## config.mk

```make
export PLATFORM = sky130hd
export DESIGN_NAME = uart_rx
export DESIGN_NICKNAME = d
export VERILOG_FILES = /design/src/rtl/uart_rx.sv
export SDC_FILE = /design/constraint.sdc
export NUM_CORES = 1
export LEC_CHECK = 0
export CAP_MARGIN = 20
export CORE_ASPECT_RATIO = 1.1
export CORE_MARGIN = 10
export CORE_UTILIZATION = 51
export DETAILED_ROUTE_END_ITERATION = 7
export PLACE_DENSITY_LB_ADDON = 0.12
export SYNTH_ARGS = -nofsm -noshare
export SYNTH_HDL_FRONTEND = slang
export SYNTH_SLANG_ARGS = --single-unit
```

## constraint.sdc

```tcl
create_clock -name clk -period 1.8 [get_ports clk]
set_input_delay 0.36 -clock clk [delete_from_list [all_inputs] [get_ports clk]]
set_output_delay 0.36 -clock clk [all_outputs]
set_load 0.01 [all_outputs]
```

## src/rtl/uart_rx.sv

```systemverilog
// uart_rx: 8N1 serial receiver with start-glitch rejection,
// mid-bit sampling, stop-bit check and FIFO overrun reporting.
module uart_rx #(
  parameter int CLKS_PER_BIT = 434
) (
  input  logic       clk,
  input  logic       reset,
  input  logic       rx_serial,
  input  logic       fifo_full,
  output logic       rx_valid,
  output logic [7:0] rx_byte,
  output logic       frame_error,
  output logic       overrun,
  output logic       busy
);

  localparam int HALF = CLKS_PER_BIT / 2;
  localparam int CW   = $clog2(CLKS_PER_BIT);
  localparam logic [CW-1:0] CNT_LAST = CW'(CLKS_PER_BIT - 1);
  localparam logic [CW-1:0] CNT_HALF = CW'(HALF - 1);

  typedef enum logic [2:0] {
    S_IDLE  = 3'd0,
    S_START = 3'd1,
    S_DATA  = 3'd2,
    S_STOP  = 3'd3,
    S_WAIT  = 3'd4
  } state_t;

  state_t          state_q, state_d;
  logic [1:0]      sync_q;
  logic            rx_s;
  logic [CW-1:0]   clk_cnt_q, clk_cnt_d;
  logic [2:0]      bit_idx_q, bit_idx_d;
  logic [7:0]      shift_q, shift_d;
  logic [7:0]      rx_byte_q, rx_byte_d;
  logic            rx_valid_q, rx_valid_d;
  logic            frame_error_q, frame_error_d;
  logic            overrun_q, overrun_d;

  assign rx_s = sync_q[1];

  // two-flop synchronizer; idles high so reset never looks like a start bit
  always_ff @(posedge clk) begin
    if (reset) sync_q <= 2'b11;
    else       sync_q <= {sync_q[0], rx_serial};
  end

  // state register
  always_ff @(posedge clk) begin
    if (reset) state_q <= S_IDLE;
    else       state_q <= state_d;
  end

  // next-state logic
  always_comb begin
    state_d = state_q;
    case (state_q)
      S_IDLE:  if (!rx_s) state_d = S_START;
      S_START: if (clk_cnt_q == CNT_HALF)
                 state_d = rx_s ? S_IDLE : S_DATA;
      S_DATA:  if (clk_cnt_q == CNT_LAST && bit_idx_q == 3'd7)
                 state_d = S_STOP;
      S_STOP:  if (clk_cnt_q == CNT_LAST)
                 state_d = rx_s ? S_IDLE : S_WAIT;
      S_WAIT:  if (rx_s) state_d = S_IDLE;
      default: state_d = S_IDLE;
    endcase
  end

  // counters, shift register and output pulses
  always_comb begin
    clk_cnt_d     = clk_cnt_q;
    bit_idx_d     = bit_idx_q;
    shift_d       = shift_q;
    rx_byte_d     = rx_byte_q;
    rx_valid_d    = 1'b0;
    frame_error_d = 1'b0;
    overrun_d     = 1'b0;
    case (state_q)
      S_START: begin
        if (clk_cnt_q == CNT_HALF) clk_cnt_d = '0;
        else                       clk_cnt_d = clk_cnt_q + 1'b1;
      end
      S_DATA: begin
        if (clk_cnt_q == CNT_LAST) begin
          shift_d[bit_idx_q] = rx_s;
          clk_cnt_d          = '0;
          bit_idx_d          = bit_idx_q + 3'd1;
        end else begin
          clk_cnt_d = clk_cnt_q + 1'b1;
        end
      end
      S_STOP: begin
        if (clk_cnt_q == CNT_LAST) begin
          clk_cnt_d = '0;
          if (rx_s) begin
            rx_byte_d  = shift_q;
            rx_valid_d = 1'b1;
            overrun_d  = fifo_full;
          end else begin
            frame_error_d = 1'b1;
          end
        end else begin
          clk_cnt_d = clk_cnt_q + 1'b1;
        end
      end
      default: begin
        clk_cnt_d = '0;
        bit_idx_d = '0;
      end
    endcase
  end

  // datapath registers
  always_ff @(posedge clk) begin
    if (reset) begin
      clk_cnt_q     <= '0;
      bit_idx_q     <= '0;
      shift_q       <= '0;
      rx_byte_q     <= '0;
      rx_valid_q    <= 1'b0;
      frame_error_q <= 1'b0;
      overrun_q     <= 1'b0;
    end else begin
      clk_cnt_q     <= clk_cnt_d;
      bit_idx_q     <= bit_idx_d;
      shift_q       <= shift_d;
      rx_byte_q     <= rx_byte_d;
      rx_valid_q    <= rx_valid_d;
      frame_error_q <= frame_error_d;
      overrun_q     <= overrun_d;
    end
  end

  assign rx_valid    = rx_valid_q;
  assign rx_byte     = rx_byte_q;
  assign frame_error = frame_error_q;
  assign overrun     = overrun_q;
  assign busy        = (state_q != S_IDLE);

endmodule

```

==> results by group, run 1 <==
CTS
  – H-Tree Depth: 2
  – Reg clk slew, reported paths: 0.10 ns
  – Clock root cell: clkbuf_4
  – CTS buffer count: 5
  – Clock Latency Late Sink: 0.34 ns
  – Cts hold-fix bufs: 0
  – CTS Buffer Depth: 2
  – Clk sinks: 36
  – CTS tree: yes

Timing
  – Worst-Margin Slew: 0.363 ns
  – Setup Skew: 0.00804 ns
  – Final Hold Fails: 0
  – Maximum clock rate: 0.605 GHz
  – RSZ-0062 raised after global routing: no
  – Fin. max-slew vios: 0
  – Hold_ws: 0.418 ns
  – Tmin final: 1.65 ns
  – Slew headroom: 0.757
  – Final setup vio count: 0
  – Final TNS setup: 0 ns
  – Period Utilization, post-route: 0.919

Critical path
  – Biggest cell delay along the critical path: 0.42 ns
  – Worst R2R Start: clk_cnt_q[0]
  – Crit path to: shift_q[4]
  – Worst R2R Path Depth: 5
  – RR Endpoint: shift_q[4]
  – CP top delay family: simple AND/OR/NAND/NOR gates
  – Crit path kind: reg2reg
  – Slowest-stage cell, CP: dfxtp_1
  – Worst Path Required: 2.08 ns
  – Worst endpoint data arrival time: 1.94 ns
  – Crit-path max FO: 9
  – Crit path cell chain: ha_1, and4bb_2, and4_1, nand4_1, a21oi_1
  – Critical Path Start: clk_cnt_q[0]
  – Buf/Inv on CP: 0
  – FF-to-FF setup slack: 0.15 ns
  – Worst Setup Start Kind: flop
  – Crit. End Element: flop
  – Number of cells on the critical path: 5

Status
  – Status: finished clean

Power and ir drop
  – PnR Total Power: 1300 uW
  – LEAKAGE: 0.000766 uW
  – Worst VDD drop: 0.403 mV
  – Pwr/cell area: 659 nW/um^2

Global route
  – Pin count of the biggest net entering global routing: 18
  – All-Layer GR Usage: 0.131
  – First-pass GRT wire length: 6.16 mm
  – GR Overflow Total: 0
  – Initial antenna violation count: 0
  – Vias in the first global route: 1378

Cells and area
  – Multi-input logic area: 892 sq um
  – # diodes: 0
  – Share of layout cells above drive strength 1: 0.127
  – Post-Route Utilization: 0.634
  – Final cell count without fillers: 247
  – Area Overhead vs Synth: 17.1%
  – Seq. cell area: 724 sq um
  – Fillers: 273
  – Layout net count: 222

Yosys
  – Most frequent cell after synthesis: dfxtp_1
  – Ranking of synthesized cells by area: dfxtp_1 (43%), nor2_1 (6.3%), mux2i_1 (5.4%)
  – Most instantiated cells after synthesis: dfxtp_1 (36), nor2_1 (28), nand2_1 (14)
  – Syn avg cell area: 8.79 sq um
  – FF+latch count, synth: 36
  – Top cell type's share of synthesized area: 0.429
  – Cells after Synth: 191
  – Top FF cell, synth: dfxtp_1
  – Post-synth EDFFs: 0
  – Synth area leader: dfxtp_1
  – Synth Cell Area: 1680 sq um
  – Ys async rst share: 0
  – Synth cell types: 42
  – YS warnings: 0
  – Syn Nets: 200
  – Sequential cell area fraction in the yosys report: 0.429

Route
  – Via count: 1428
  – Drt wl/cell: 14.6 um
  – Post-DR vias/cell: 5.78
  – Number of remaining DRC errors: 0
  – Initial DRC count: 137
  – Post-DRT Antenna Nets: 0
  – Routed WL: 3.61 mm
  – TritonRoute pass-1 iters: 4

Hold path
  – Hold Path Class: reg2reg
  – Beginning of the worst hold path: sync_q[0]

Floorplan
  – # rows: 21
  – Initial Utilization: 0.542
  – Die area: 5990 sq um
  – Core area: 3100 sq um
  – Die height: 80.2 um
  – Die width: 74.7 um
  – Top Ports: 16

Placed design
  – Placed insts: 238
  – Gpl congestion: 0.882
  – Detailed Place HPWL: 2.62 mm
  – Buffers on Ports: 15

Flow run
  – Max cap viols: 0
-- placed cells by master, fill, tap and decap left out, types with 5 or more instances in the layout --
cell and instances:
nand4_1 6, clkbuf_4 5, mux2i_1 9, clkdlybuf4s50_1 14, nor2_1 28, a21oi_1 13
xnor2_1 5, buf_4 12, o21ai_0 8, nand2_1 14, dfxtp_1 35, nand3_1 9
inv_1 5, ha_1 5
-- registers in the layout (all words and copies together), names as in the netlist --
name / cells
rx_valid: 1
shift_q: 8
rx_byte: 8
overrun: 1
bit_idx_q: 3
state_q: 3
sync_q: 2
clk_cnt_q: 9
frame_error: 1
-- worst reg2reg max path, cell delays in order (launching register included) --
cell and delay (ns):
dfxtp_1 0.42, ha_1 0.18, and4bb_2 0.30, and4_1 0.40, nand4_1 0.15, a21oi_1 0.15
-- how the worst min path moves through the flow --
stage / depth (start not counted) / slack [ns] / endpoint
floorplan: 1 / 0.39 / sync_q[1]
detailed placement: 1 / 0.40 / sync_q[1]
finish: 1 / 0.42 / sync_q[1]
CTS: 1 / 0.42 / sync_q[1]
global placement: 1 / 0.39 / sync_q[1]
global route: 1 / 0.44 / sync_q[1]
-- per-layer routing --
metal | track usage | routed length, um | up-vias | share of wire
met5 | 0 | 0 | - | 0
met4 | 0.0890 | 65 | 0 | 0.018
met3 | 0.0344 | 160 | 7 | 0.044
met2 | 0.212 | 1790 | 32 | 0.50
met1 | 0.145 | 1590 | 673 | 0.44
li1 | - | - | 716 | -
-- report_power, final --
group | total [uW] | internal [uW] | switching [uW]
sequential | 810 | 803 | 7.45
clock | 400 | 144 | 256
combinational | 86.9 | 39.1 | 47.8
-- cell families after synthesis --
family                     Yosys count  share of synthesized area
muxes                                9                     0.0537
AOI/OAI and AO/OA                   34                      0.128
xor gates and xnor gates             7                     0.0365
and+or+nand+nor                     83                      0.271
adders and majority gates            5                     0.0373
buffers and inverters               17                     0.0440
DFF                                 36                      0.429
-- metrics by stage --
step	setup WS (ns)	area [sq um]
finish	0.146	1970
global route	0.0102	1970
CTS	0.00812	1940
detailed placement	0.168	1890
global placement	0.229	1890
floorplan	0.347	1680
-- layout make-up --
cell class	count	area share
Clock buffer	6	0.0210
Clock inverter	1	0.00254
Inverter	5	0.00954
Multi-Input combinational cell	138	0.454
Sequential cell	36	0.368
Tap cell	34	0.0216
Timing Repair Buffer	27	0.123
-- timing repair --
item                       CTS  global route
pin swaps                    0             1
gates cloned                 0             0
setup endpoints to repair    1             4
setup buffers                0             2
resized for setup            1             3
Note: power is estimated with default switching activity, not from simulation.
==> run 2, diff against run 1 <==
Settings changed: CORE_UTILIZATION 51 to 56.
==> run 2 against run 1 <==
Net effect:
- sequential power barely moved
- combinational power fell by 5.2%
- register-to-register slack about the same
- final cell count shrank 1.6%
- count of clock-buffer cells in the layout stayed put
- via count is 1.8% lower
- critical path depth stayed put
- first-iteration DRC count rose by 20%
- design area down 0.57%
- clock power up 39%
- sequential cell count unchanged
- largest power group unchanged
- highest routed layer unchanged
==> results by group, run 2 (synthesis gave the netlist of run 1 again) <==
Status
  – Status: finished clean

Route
  – Post-DR vias/cell: 5.77 (-0.13%)
  – TritonRoute pass-1 iters: 4 (unchanged)
  – Routed WL: 3.45 mm (-4.5%)
  – Via count: 1403 (-1.8%)
  – Drt wl/cell: 14.2 um (-2.9%)
  – Number of remaining DRC errors: 0 (unchanged)
  – Initial DRC count: 165 (+20%)
  – Post-DRT Antenna Nets: 0 (unchanged)

Critical path
  – Worst endpoint data arrival time: 1.91 ns (-0.03 ns)
  – Worst Setup Start Kind: flop
  – Crit path kind: reg2reg
  – Biggest cell delay along the critical path: 0.41 ns (about the same)
  – Worst Path Required: 2.04 ns (-0.04 ns)
  – Crit path cell chain: ha_1, and4bb_2, nand3_2, o41ai_1, a21oi_1
  – Crit-path max FO: 8 (-1)
  – Buf/Inv on CP: 0 (unchanged)
  – CP top delay family: simple AND/OR/NAND/NOR gates
  – Crit. End Element: flop
  – Slowest-stage cell, CP: dfxtp_1
  – Critical Path Start: clk_cnt_q[0]
  – Worst R2R Start: clk_cnt_q[0]

Global route
  – GR Overflow Total: 0 (unchanged)
  – First-pass GRT wire length: 5.85 mm (-5.0%)
  – Met2 usage: 0.194 (-0.0186)
  – All-Layer GR Usage: 0.128 (-0.00287)
  – Global route hottest layer: met2
  – Vias in the first global route: 1332 (-3.3%)
  – Met3 GRT Util: 0.0560 (+0.0215)
  – Initial antenna violation count: 0 (unchanged)
  – Global Route met1 Usage: 0.142 (-0.00247)
  – Pin count of the biggest net entering global routing: 18 (unchanged)

Cells and area
  – Post-Route Utilization: 0.692 (+0.0572)
  – Share of layout cells above drive strength 1: 0.114 (-0.0125)
  – # diodes: 0 (unchanged)
  – Max FFs per register: 9 (unchanged)
  – Top reg by flops: clk_cnt_q
  – Layout net count: 218 (-1.8%)
  – Area Overhead vs Synth: 16.5%
  – Leading cell type in the layout, fill and taps excluded: dfxtp_1
  – Final cell count without fillers: 243 (-1.6%)
  – Commonest non-fill, non-tap cells in the layout: dfxtp_1 (35), nor2_1 (28), nand2_1 (14), clkdlybuf4s50_1 (14), a21oi_1 (13)

CTS
  – Clock Latency Late Sink: 0.35 ns (about the same)
  – Cts hold-fix bufs: 0 (unchanged)
  – H-Tree Depth: 2 (unchanged)
  – CTS buffer count: 5 (unchanged)
  – Reg clk slew, reported paths: 0.11 ns (about the same)
  – Clock root cell: clkbuf_4
  – CTS Buffer Depth: 2 (unchanged)
  – CTS tree: yes
  – Clk sinks: 36 (unchanged)

Timing
  – Hold_ws: 0.418 ns (+0.000200 ns)
  – Slew headroom: 0.747 (-0.00916)
  – Final setup vio count: 0 (unchanged)
  – Final Hold Fails: 0 (unchanged)
  – Worst-Margin Slew: 0.379 ns (+0.0159 ns)
  – RSZ-0062 raised after global routing: no
  – Period Utilization, post-route: 0.925 (+0.00635)
  – Final TNS setup: 0 ns (unchanged)
  – Setup Skew: 0.0145 ns (+0.00645 ns)
  – Maximum clock rate: 0.600 GHz (-0.69%)
  – Tmin final: 1.67 ns (+0.0114 ns)
  – Fin. max-slew vios: 0 (unchanged)

Hold path
  – Beginning of the worst hold path: sync_q[0]
  – Hold Path Class: reg2reg

Placed design
  – Placed insts: 235 (-1.3%)
  – Detailed Place HPWL: 2.51 mm (-4.3%)
  – Buffers on Ports: 15 (unchanged)
  – Gpl congestion: 0.885 (+0.26%)

Flow run
  – Max cap viols: 0 (unchanged)

Floorplan
  – # rows: 20 (-4.8%)
  – Die width: 72.2 um (-3.3%)
  – Core area: 2830 sq um (-8.8%)
  – Die height: 77.4 um (-3.4%)
  – Die area: 5590 sq um (-6.7%)
  – Initial Utilization: 0.594 (+0.0522)
  – Top Ports: 16 (unchanged)

Power and ir drop
  – PnR Total Power: 1450 uW (+12%)
  – Worst VDD drop: 0.834 mV (+110%)
  – Pwr/cell area: 741 nW/um^2 (+12%)
  – LEAKAGE: 0.000751 uW (-2.0%)
-- run 2: cell count changes in the layout (fill, tap and decap cells not counted) --
cell,change
o41ai_2,-1
and4_2,+1
buf_4,-4
dlymetal6s2s_1,-1
o41ai_1,+1
bufinv_16,+1
dlygate4sd2_1,+1
and4_1,-1
-- run 2: power breakdown --
part / switching (uW) / internal, uW / total (uW)
clock network: 265 / 291 / 556
registers: 7.11 / 803 / 810
logic: 46.8 / 35.6 / 82.4
total: 319 / 1130 / 1450
-- run 2: repair_timing --
| action | CTS | global route |
|---|---|---|
| setup buffers | 0 | 0 |
| endpoints found under the setup margin | 1 | 4 |
| gates resized for setup | 3 | 1 |
| hold endpoints to repair | 0 | 0 |
-- run 2: cell type report --
type / instances / area [sq um]
flip-flops and latches: 36 / 724
fillers: 228 / 872
clock buffers: 6 / 41.3
well taps: 33 / 41.3
multi-input cells: 138 / 886
clock inverters: 2 / 35.0
inverters: 5 / 18.8
repair buffers: 23 / 209
-- run 2: per-layer routing --
layer	vias to the layer above	wire length [um]
met3	9	238
li1	713	-
met1	642	1470
met5	-	0
met2	39	1650
met4	0	82
-- run 2: worst paths after layout --
path / to / slack (ns) / cells after the start
max: shift_q[1] / 0.13 / 5
min: sync_q[1] / 0.42 / 1
max reg2reg: shift_q[1] / 0.13 / 5
min reg2reg: sync_q[1] / 0.42 / 1
-- run 2: worst reg2reg max path: stages, from the launching register on --
cell and delay, ns:
dfxtp_1 0.41, ha_1 0.20, and4bb_2 0.30, nand3_2 0.18
o41ai_1 0.37, a21oi_1 0.10
-- run 2: through the flow --
stage	setup slack (ns)	instance area, sq um
detailed placement	0.149	1880
global placement	0.202	1880
floorplan	0.347	1680
finish	0.135	1960
global route	0.0209	1960
CTS	0.120	1950
==> run 3, diff against run 2 <==
Settings changed: CORE_MARGIN 10 to default.
==> run 3 against run 2 <==
Net effect:
- design area decreased by 0.45%
- setup slack got worse by 0.032 ns
- combinational power increased by 0.5%
- hold slack improved by 0.0077 ns
- critical path depth unchanged
- first-iteration DRC count decreased by 82%
- sequential share of layout area increased by 0.17 points
- sequential power about the same
- core utilization increased by 0.30 points
- critical path type unchanged
- largest power group unchanged
==> results by group, run 3 (synthesis gave the netlist of run 1 again) <==
Global route
  – Initial antenna violation count: 0 (unchanged)
  – All-Layer GR Usage: 0.237 (+0.109)
  – GR Overflow Total: 0 (unchanged)
  – Pin count of the biggest net entering global routing: 23 (+5)
  – First-pass GRT wire length: 5.49 mm (-6.1%)
  – Vias in the first global route: 1291 (-3.1%)

Timing
  – Tmin final: 1.70 ns (+0.0319 ns)
  – Fin. max-slew vios: 0 (unchanged)
  – Period Utilization, post-route: 0.943 (+0.0177)
  – Final Hold Fails: 0 (unchanged)
  – Final TNS setup: 0 ns (unchanged)
  – Setup Skew: 0.0117 ns (-0.00274 ns)
  – Maximum clock rate: 0.589 GHz (-1.9%)
  – RSZ-0062 raised after global routing: no
  – Worst-Margin Slew: 0.388 ns (+0.00940 ns)
  – Final setup vio count: 0 (unchanged)
  – Slew headroom: 0.741 (-0.00627)

Critical path
  – Worst endpoint data arrival time: 1.91 ns (about the same)
  – Worst Path Required: 2.02 ns (-0.02 ns)
  – Crit. End Element: flop
  – Worst Setup Start Kind: flop
  – Crit-path max FO: 8 (unchanged)
  – Crit path kind: reg2reg

Flow run
  – Max cap viols: 0 (unchanged)

Route
  – Post-DRT Antenna Nets: 0 (unchanged)
  – Number of remaining DRC errors: 0 (unchanged)
  – Routed WL: 3.29 mm (-4.4%)
  – Post-DR vias/cell: 5.72 (-1.0%)
  – Initial DRC count: 30 (-82%)
  – Via count: 1389 (-1.0%)
  – Drt wl/cell: 13.6 um (-4.4%)
  – TritonRoute pass-1 iters: 4 (unchanged)

CTS
  – Cts hold-fix bufs: 0 (unchanged)
  – CTS Buffer Depth: 2 (unchanged)
  – Clk sinks: 36 (unchanged)
  – CTS buffer count: 5 (unchanged)
  – Clock Latency Late Sink: 0.34 ns (about the same)
  – H-Tree Depth: 2 (unchanged)
  – Clock root cell: clkbuf_4
  – Reg clk slew, reported paths: 0.10 ns (about the same)
  – Post-CTS Setup Bufs: 0 (unchanged)
  – CTS tree: yes

Placed design
  – Buffers on Ports: 15 (unchanged)
  – Gpl congestion: 0.819 (-7.5%)
  – Placed inst area: 1880 sq um (unchanged)
  – Detailed Place HPWL: 2.37 mm (-5.4%)

Floorplan
  – Initial Utilization: 0.599 (+0.00530)
  – Die height: 59.4 um (-23%)
  – Core area: 2800 sq um (-0.88%)
  – Top Ports: 16 (unchanged)
  – Die width: 54.2 um (-25%)
  – # rows: 20 (unchanged)
  – Die area: 3220 sq um (-42%)

Cells and area
  – Area Overhead vs Synth: 15.9%
  – Max FFs per register: 9 (unchanged)
  – Commonest non-fill, non-tap cells in the layout: dfxtp_1 (35), nor2_1 (27), nand2_1 (14), clkdlybuf4s50_1 (14), a21oi_1 (13)
  – Layout net count: 218 (unchanged)
  – Top reg by flops: clk_cnt_q
  – Share of layout cells above drive strength 1: 0.124 (+0.00952)
  – # diodes: 0 (unchanged)
  – Design area: 1950 sq um (-0.45%)
  – Leading cell type in the layout, fill and taps excluded: dfxtp_1

Power and ir drop
  – Pwr/cell area: 691 nW/um^2 (-6.8%)
  – Worst VDD drop: 0.634 mV (-24%)
  – LEAKAGE: 0.000758 uW (+1.0%)

Status
  – Status: finished clean

Hold path
  – Hold Path Class: reg2reg
[run 3: cell types whose count changed in the layout (fill, tap and decap cells not counted), sizes merged]
cell	previous run	this run
clkinv	1	2
dlymetal6s2s	0	1
dlygate4sd2	1	0
bufinv	1	0
[run 3: critical path, stage by stage (launching register included)]
cell and delay [ns]:
dfxtp_1 0.42, ha_1 0.19, and4bb_2 0.31, nand3_2 0.18, o41ai_1 0.37, a21oi_1 0.11
[run 3: per-layer routing]
metal  GRT usage  vias to the layer above  wire length (um)
li1            -                      714                 -
met5           0                        -                 0
met3      0.0538                        7                95
met4       0.110                        0                66
met2       0.401                       21              1580
met1       0.276                      647              1550
[run 3: final timing paths]
check	startpoint	to	slack [ns]	depth (start not counted)
hold / removal	sync_q[0]	sync_q[1]	0.43	1
setup / recovery	clk_cnt_q[0]	shift_q[3]	0.10	5
setup reg to reg	clk_cnt_q[0]	shift_q[3]	0.10	5
hold reg to reg	sync_q[0]	sync_q[1]	0.43	1
[run 3: cell type report]
class / count / area (sq um)
Inverter: 5 / 18.8
Multi-Input combinational cell: 138 / 888
Fill cell: 231 / 856
Clock buffer: 6 / 51.3
Timing Repair Buffer: 23 / 213
Clock inverter: 2 / 10.0
Sequential cell: 36 / 724
Tap cell: 33 / 41.3
[run 3: what timing repair did]
item	CTS	global route
gates cloned	0	0
setup endpoints to repair	1	3
endpoints found under the hold margin	0	0
resized for setup	2	3
[run 3: power by group]
part           internal, uW  switching (uW)  leakage [uW]
sequential              803            8.49      0.000291
combinational          36.1            46.7      0.000429
clock                   186             265     0.0000380
total                  1020             320      0.000758
[run 3: through the flow]
step	utilization	hold slack (ns)	instances	power, uW	worst slack (ns)
final	0.695	0.426	243	1340	0.103
after global routing	0.695	0.449	243	1400	0.0139
after CTS	0.692	0.428	243	1360	0.00187
after detailed placement	0.669	0.396	235	911	0.117
after global placement	0.669	0.399	235	909	0.204
after floorplan	-	0.389	191	879	0.347
